### config.mk
export PLATFORM = sky130hd
export DESIGN_NAME = alu_seq_exec
export DESIGN_NICKNAME = d
export VERILOG_FILES = /design/src/rtl/alu_seq_exec.sv
export SDC_FILE = /design/constraint.sdc
export NUM_CORES = 1
export LEC_CHECK = 0
export ABC_AREA = 1
export BUFFER_PORTS_ARGS = -buffer_cell sky130_fd_sc_hd__clkbuf_2
export CAP_MARGIN = 0
export CORE_UTILIZATION = 45
export CTS_CLUSTER_SIZE = 28
export DETAILED_ROUTE_END_ITERATION = 8
export PLACE_DENSITY_LB_ADDON = 0.05
export SLEW_MARGIN = 20
export SYNTH_ARGS = -nofsm -noshare
export SYNTH_HDL_FRONTEND = slang
export SYNTH_SLANG_ARGS = --single-unit
### constraint.sdc
create_clock -name clk_i -period 3.2 [get_ports clk_i]
set_input_delay 0.48 -clock clk_i [delete_from_list [all_inputs] [get_ports clk_i]]
set_output_delay 0.48 -clock clk_i [all_outputs]
set_load 0.05 [all_outputs]
### src/rtl/alu_seq_exec.sv
// ALU execute stage with a valid/ready request/response pair.
// Single-cycle ops finish at once; shifts iterate SHIFT_STEP bits per cycle (no barrel shifter).
package alu_pkg;
    typedef enum logic [3:0] {
        ALU_ADD  = 4'd0,
        ALU_SUB  = 4'd1,
        ALU_SLL  = 4'd2,
        ALU_SLT  = 4'd3,
        ALU_SLTU = 4'd4,
        ALU_XOR  = 4'd5,
        ALU_SRL  = 4'd6,
        ALU_SRA  = 4'd7,
        ALU_OR   = 4'd8,
        ALU_AND  = 4'd9
    } alu_op_e;
endpackage

// state | meaning
// IDLE  | waiting for a request, req_ready_o=1 unless flushing
// SHIFT | iterating a shift, rem bits still to go
// DONE  | result_o/zero_o held with rsp_valid_o=1 until consumed
module alu_seq_exec
    import alu_pkg::*;
#(
    parameter int XLEN       = 32,
    parameter int SHIFT_STEP = 1
) (
    input  logic            clk_i,
    input  logic            rst_i,
    input  logic            req_valid_i,
    output logic            req_ready_o,
    input  alu_op_e         alu_op_i,
    input  logic [XLEN-1:0] operand_a_i,
    input  logic [XLEN-1:0] operand_b_i,
    input  logic            flush_i,
    output logic            rsp_valid_o,
    input  logic            rsp_ready_i,
    output logic [XLEN-1:0] result_o,
    output logic            zero_o,
    output logic            busy_o
);

    localparam int SW = $clog2(XLEN);

    typedef enum logic [1:0] {IDLE, SHIFT, DONE} state_e;

    state_e          state;
    alu_op_e         shift_op;
    logic [XLEN-1:0] work;
    logic [SW-1:0]   rem;
    logic [SW-1:0]   step;
    logic [SW-1:0]   rem_next;
    logic [SW-1:0]   shamt;
    logic [XLEN-1:0] alu_res;
    logic [XLEN-1:0] shifted;
    logic            is_shift;
    logic            accept;

    assign shamt       = operand_b_i[SW-1:0];
    assign is_shift    = (alu_op_i == ALU_SLL) || (alu_op_i == ALU_SRL) || (alu_op_i == ALU_SRA);
    assign req_ready_o = ~flush_i & ((state == IDLE) | ((state == DONE) & rsp_ready_i));
    assign accept      = req_valid_i & req_ready_o;
    assign busy_o      = (state != IDLE);

    always_comb begin
        alu_res = operand_a_i + operand_b_i;
        case (alu_op_i)
            ALU_SUB:  alu_res = operand_a_i - operand_b_i;
            ALU_SLT:  alu_res = {{(XLEN-1){1'b0}}, ($signed(operand_a_i) < $signed(operand_b_i))};
            ALU_SLTU: alu_res = {{(XLEN-1){1'b0}}, (operand_a_i < operand_b_i)};
            ALU_XOR:  alu_res = operand_a_i ^ operand_b_i;
            ALU_OR:   alu_res = operand_a_i | operand_b_i;
            ALU_AND:  alu_res = operand_a_i & operand_b_i;
            // only reached with shamt == 0; nonzero shifts go through SHIFT
            ALU_SLL, ALU_SRL, ALU_SRA: alu_res = operand_a_i;
            default:  alu_res = operand_a_i + operand_b_i;
        endcase
    end

    // last step may be partial when rem is not a multiple of SHIFT_STEP
    always_comb begin
        if ({1'b0, rem} < (SW+1)'(SHIFT_STEP))
            step = rem;
        else
            step = SW'(SHIFT_STEP);
        rem_next = rem - step;
        case (shift_op)
            ALU_SLL: shifted = work << step;
            ALU_SRA: shifted = $signed(work) >>> step;
            default: shifted = work >> step;
        endcase
    end

    always_ff @(posedge clk_i) begin
        if (rst_i) begin
            state       <= IDLE;
            shift_op    <= ALU_SLL;
            work        <= '0;
            rem         <= '0;
            rsp_valid_o <= 1'b0;
            result_o    <= '0;
            zero_o      <= 1'b0;
        end else if (flush_i) begin
            state       <= IDLE;
            rsp_valid_o <= 1'b0;
        end else if (accept) begin
            if (is_shift && (shamt != '0)) begin
                state       <= SHIFT;
                shift_op    <= alu_op_i;
                work        <= operand_a_i;
                rem         <= shamt;
                rsp_valid_o <= 1'b0;
            end else begin
                state       <= DONE;
                result_o    <= alu_res;
                zero_o      <= (alu_res == '0);
                rsp_valid_o <= 1'b1;
            end
        end else begin
            case (state)
                SHIFT: begin
                    work <= shifted;
                    rem  <= rem_next;
                    if (rem_next == '0) begin
                        state       <= DONE;
                        result_o    <= shifted;
                        zero_o      <= (shifted == '0);
                        rsp_valid_o <= 1'b1;
                    end
                end
                DONE: begin
                    if (rsp_ready_i) begin
                        state       <= IDLE;
                        rsp_valid_o <= 1'b0;
                    end
                end
                default: ;
            endcase
        end
    end

endmodule

# Word level (Yosys, flattened, before mapping)
# Index checks and enable logic that the tools add are counted.
dict set report word_totals {
  regBits 77
  input_bits 73
}
dict set report classes {
  n_addsub 3
  magnitude_cmp 3
  n_eq_ne 17
  shift 3
  mux 27
  n_bitwise 8
  n_reduce_logical 18
}
# operator n
set ops {}
lappend ops {{2-to-1 mux 32 bit} 7}
lappend ops {{case mux 32 bit (7 select lines)} 1}
lappend ops {{zero test 32 bit} 2}
lappend ops {{less-than comparator 32 bit} 2}
lappend ops {{case mux 32 bit (2 select lines)} 1}
lappend ops {{adder 32 bit} 1}
lappend ops {{bitwise AND 32 bit} 1}
lappend ops {{OR 32 bit} 1}
lappend ops {{left shift 32 x 5 -> 32 bit} 1}
lappend ops {{right shift 32 x 5 -> 32 bit} 1}
lappend ops {{>>> shifter 32 x 5 -> 32 bit} 1}
lappend ops {{subtractor 32 bit} 1}
lappend ops {{bitwise XOR 32 bit} 1}
lappend ops {{== test 4 x 3 -> 1 bit, second input constant} 5}
lappend ops {{2-to-1 mux 5 bit} 4}
lappend ops {{== test 4 x 2 -> 1 bit, second input constant} 3}
lappend ops {{AND reduction 3 bit} 3}
lappend ops {{== test 4 bit, second input constant} 2}
lappend ops {{2-to-1 mux 1 bit} 8}
lappend ops {{2-to-1 mux 2 bit} 4}
lappend ops {{!= test 3 bit, second input constant} 2}
lappend ops {{nonzero test 2 bit} 3}
lappend ops {{zero test 5 bit} 1}
lappend ops {{less-than comparator 5 x 1 -> 1 bit, second input constant} 1}
lappend ops {{19 further kinds} 22}

# Depth between registers and ports, before layout
dict set report logic_depth {
  ltp_word 8
  mapped_depth 22
  depth_no_buf 22
}

# Least setup slack after synthesis
# OpenSTA, ideal clock, no wires.
dict set report synth_timing {
  kind {input to register}
  from {input operand_a_i[0]}
  to {register zero_o}
  setup_time_ps 67
  t_arrival_ps 2363
  t_required_ps 3133
  path_slack_ps 771
  path_stages 18
  cell_sequence {inv_1 > ha_1 > inv_1 > fa_1 > or2_2 > nand3_1 > nand4_1 > nor2_1 > nand2_1 > nor2_1 > nand3_1 > nor2_1 > nand2_1 > nor2_1 > nand3_1 > nor2_1 > nand2_1 > a21oi_2}
}
dict set report synth_via {
  elab_chain_cells 5
  elab_cells_between_ends 11
}
# item line
set synth_rtl {}
lappend synth_rtl {{from (decl)} 33} ;# input logic [XLEN-1:0] operand_a_i,
lappend synth_rtl {{adder 32 bit, or another cell as far along} 76} ;# default: alu_res = operand_a_i + operand_b_i;
lappend synth_rtl {{case mux 32 bit (7 select lines) (*)} 67} ;# case (alu_op_i)
lappend synth_rtl {{zero test 32 bit (*)} 116} ;# zero_o <= (alu_res == '0);
lappend synth_rtl {{2-to-1 mux 1 bit (*)} 107} ;# if (is_shift && (shamt != '0)) begin
lappend synth_rtl {{2-to-1 mux 1 bit (*)} 106} ;# end else if (accept) begin
lappend synth_rtl {{to (signal assigned)} 116}
lappend synth_rtl {{to (signal assigned)} 127} ;# zero_o <= (shifted == '0);
lappend synth_rtl {{to (decl)} 39} ;# output logic zero_o,
# Mark *: on every way between the ends. The rest lies on a longest branch, timed or not. The select of a mux whose other input is x is not followed.
# A chain may end at the register's enable or synchronous reset.

# Worst setup path in the final report
dict set report layout_timing {
  from {input operand_a_i[6]}
  to {register result_o[31]}
}
dict set report layout_via {
  elab_chain_cells 4
  elab_cells_between_ends 5
}
# item line
set layout_rtl {}
lappend layout_rtl {{adder 32 bit or subtractor 32 bit (tied branches)} {76, 68}}
lappend layout_rtl {{case mux 32 bit (7 select lines) (*)} 67}
lappend layout_rtl {{2-to-1 mux 32 bit (*)} 107}
lappend layout_rtl {{2-to-1 mux 32 bit (*)} 106}
lappend layout_rtl {{to (signal assigned)} 115} ;# result_o <= alu_res;
lappend layout_rtl {{to (signal assigned)} 126} ;# result_o <= shifted;
lappend layout_rtl {{to (decl)} 38} ;# output logic [XLEN-1:0] result_o,
# Marks and branches as above.

==> flow_summary_export.csv <==
group,metric,value,unit
critical_path,reg2reg_slack,0.53,ns
floorplan,io_pins,109,
floorplan,start_util,46.40,%
placement,io_buffer_count,108,
min_path,hold_class,"in -> reg",
floorplan,core,0.02203,sq mm
power,comb_power_share,52.2,%
global_routing,grt_max_degree,61,
cells_and_area,final-instance-count-excl-fill,2244,
routing,drcViolationCount,4,
power,p_switching,1.912,mW
timing,grt_setup_unrepaired,"false",
timing,min_period,2.950,ns
power,p_seq_share,25.4,%
clock_tree,clk_pin_slew,0.06,ns
cells_and_area,fillerInstances,2377,
synth,synth-warning-count,0,
cells_and_area,regArea,0.001521,sq mm
routing,vias,13080,
critical_path,cp-start-kind,"input pin",
placement,finalWeightedCongestion,1.011,
synth,ys_seq_elements,76,
critical_path,rr_startpoint,"rem[1]",
floorplan,die-area,0.02332,sq mm
synth,async_flop_share,0,%
placement,place_hpwl,36.57,mm
global_routing,grt_util_all_layers,38.22,%
min_path,holdPathStages,4,
critical_path,cp.required,3.41,ns
min_path,worstHoldStart,"flush_i",
routing,drt-total-wl,44.52,mm
critical_path,worst-path-buf-inv,5,
cells_and_area,final_cell_mix,"nand2_1 (422), inv_1 (239), nor2_1 (187), nand3_1 (181), buf_4 (130)",
power,netSwitchingFraction,46.26,%
timing,setup_violations,0,
run,cap_violations,0,
global_routing,grt_pass1_wl,69.12,mm
synth,syn_nets,1959,
critical_path,reg2reg_depth,12,
synth,synth-seq-area-share,14.89,%
critical_path,cp_common_cell,"nand2_1",
synth,syn_inst,1787,
clock_tree,root_buffer,"clkbuf_16",
timing,drv_slew,0,
critical_path,arrival,3.16,ns
critical_path,crit_fanout,4,
critical_path,worstPathCellList,"clkbuf_2, inv_1, ha_1, buf_4, nor2_1, nand2_1, o21ai_1, buf_4, nand2_1, nand2_1, nand3_1, nand2_1, nand2_1, nand3_1, nand2_1, o21ai_0, buf_4, a31oi_1",
clock_tree,post-cts-setup-buffer-count,0,
routing,drtIter0Drc,1334,
critical_path,crit_family,"simple AND/OR/NAND/NOR gates",
timing,min_period_over_period,92.19,%
synth,avgSynthCellArea,5.720,sq um
synth,synthFlopType,"dfxtp_1",
clock_tree,cts_resized,0,
global_routing,antenna_found_initial,0,
timing,tightest_slew,0.7160,ns
global_routing,grt_pass1_vias,12290,
routing,ant_nets,0,
clock_tree,htreeDepth,3,
power,p_int,2.222,mW
cells_and_area,finalNetCount,2133,
clock_tree,cts_tree,"built",
synth,synth_edf_count,0,
clock_tree,hold_buffers,0,
floorplan,num_rows,54,
timing,fmax,339.0,MHz
min_path,holdPathEnd,"rsp_valid_o",
timing,finClkSkew,0.006595,ns
cells_and_area,syn2layout_area_growth,17.68,%
global_routing,grt_overflow,0,
clock_tree,cts_max_path_buffers,2,
cells_and_area,finalInstanceArea,0.01203,sq mm
run_status,outcome,"complete, but fails checks",
placement,dpl-instance-area,0.01177,sq mm
synth,syn-cell-area,0.01022,sq mm
power,power.density,343.7,mW/mm^2
floorplan,die_height,152.7,um
run_status,violations,"DRC",
critical_path,r2r-end,"zero_o",
power,ir_drop,254.3,uV
cells_and_area,multiInputGateArea,0.007380,sq mm
routing,routedWlPerCell,19.84,um
critical_path,critPathSlowestCell,"o21ai_0",
clock_tree,clk_latency,0.34,ns
cells_and_area,diodes,0,
placement,place_inst,2230,
critical_path,critPathCaptureType,"register",
timing,relSlewSlack,52.21,%
cells_and_area,layout_commonest_cell,"nand2_1",
floorplan,die_w,152.7,um
critical_path,slowest_delay,0.35,ns
clock_tree,numCtsBuffers,9,
timing,hold_viol,0,
cells_and_area,drive_above_1_share,15.17,%
routing,routed_via_density,5.828,
routing,firstDrtPassIters,9,
clock_tree,clock_sinks,76,
power,leakage,6.083,nW
critical_path,worstSetupPathType,"in -> reg",
synth,synth_cell_types,44,
power,clkPwrFrac,22.4,%
## power by group through the flow
stage,sequential (mW),combinational (mW),clock (mW)
after floorplan,1.20,1.17,0
after detailed placement,1.07,2.10,0
after CTS,1.05,2.11,0.936
final,1.05,2.16,0.928
after global placement,1.07,2.11,0
after global routing,1.06,2.35,0.978
## logic make-up (layout without fill, tap and decap cells)
group	after synthesis	after routing	share of synthesized area, %
adder cells (fa/ha/maj)	99	99	12.27
XOR/XNOR	1	1	0.08571
buffers and inverters	329	506	12.96
flip-flops	76	76	14.89
AO/OA/AOI/OAI	407	407	23.11
AND/OR/NAND/NOR	875	875	36.69
## final cells by class
class,instances,share of cell area (%)
multi-input cells,1382,61.35
repair buffers,241,13.11
flip-flops and latches,76,12.65
inverters,251,7.833
well taps,280,2.913
clock buffers,10,1.904
clock inverters,4,0.2393
## worst max-delay path by stage
stage              startpoint            to  depth (start not counted)
4_1_cts        operand_a_i[6]  result_o[31]                         18
3_3_place_gp   operand_a_i[6]  result_o[31]                         18
3_5_place_dp   operand_a_i[6]  result_o[31]                         18
5_1_grt        operand_a_i[6]  result_o[31]                         18
2_1_floorplan  operand_a_i[0]        zero_o                         18
6_report       operand_a_i[6]  result_o[31]                         18
## through the flow
stage               hold slack [ns]  power, mW  utilization (%)   TNS [ns]  worst slack, ns
floorplan                    0.4145      2.373                -          0           0.7706
detailed placement           0.4407      3.170            53.44          0          0.03643
finish                       0.4239      4.134            54.61          0           0.2498
global placement             0.4334      3.173            53.44  -0.003678        -0.003678
CTS                          0.4189      4.097            54.61          0           0.3646
global route                 0.4503      4.380            54.61          0           0.1478
## flip-flops by register name, indices dropped and copies added, names as in the netlist
register,cells
rem,5
result_o,32
rsp_valid_o,1
shift_op,4
state,1
work,32
zero_o,1
## worst register-to-register path: cells and delay by family (launching register included)
family,cells,cell delay (ns)
and+or+nand+nor,8,1.43
DFF,1,0.32
AOI/OAI and AO/OA,2,0.39
buffers and inverters,2,0.47
## per-layer routing
| metal | vias to the layer above | global-route usage (%) | wire length [um] |
|---|---|---|---|
| li1 | 6338 | - | - |
| met1 | 5961 | 47.44 | 18390 |
| met2 | 635 | 63.00 | 19670 |
| met3 | 144 | 5.489 | 3468 |
| met4 | 0 | 22.41 | 2999 |
| met5 | - | 0 | 0 |
## cell usage after synthesis, types with 3 or more instances
cell type	number	area (sq um)
a211oi_1	6	45.04
a21oi_1	122	610.6
a221oi_1	29	254.0
a31oi_1	51	319.1
buf_2	34	170.2
buf_4	6	45.04
buf_6	3	33.78
clkbuf_1	32	120.1
dfxtp_1	76	1521
ha_1	97	1214
inv_1	240	900.9
inv_2	11	41.29
nand2_1	423	1588
nand2_2	3	18.77
nand2_4	3	33.78
nand3_1	181	905.9
nand3b_1	7	52.55
nand4_1	21	131.4
nor2_1	188	705.7
nor2_2	4	25.02
nor3_1	19	95.09
nor4_1	4	25.02
o211ai_1	3	22.52
o21a_1	3	22.52
o21ai_0	124	620.6
o21ai_1	11	55.05
o21bai_1	8	60.06
o221ai_1	11	96.34
o22ai_1	32	200.2
or2_2	13	81.33
(Power assumes the default switching activity.)
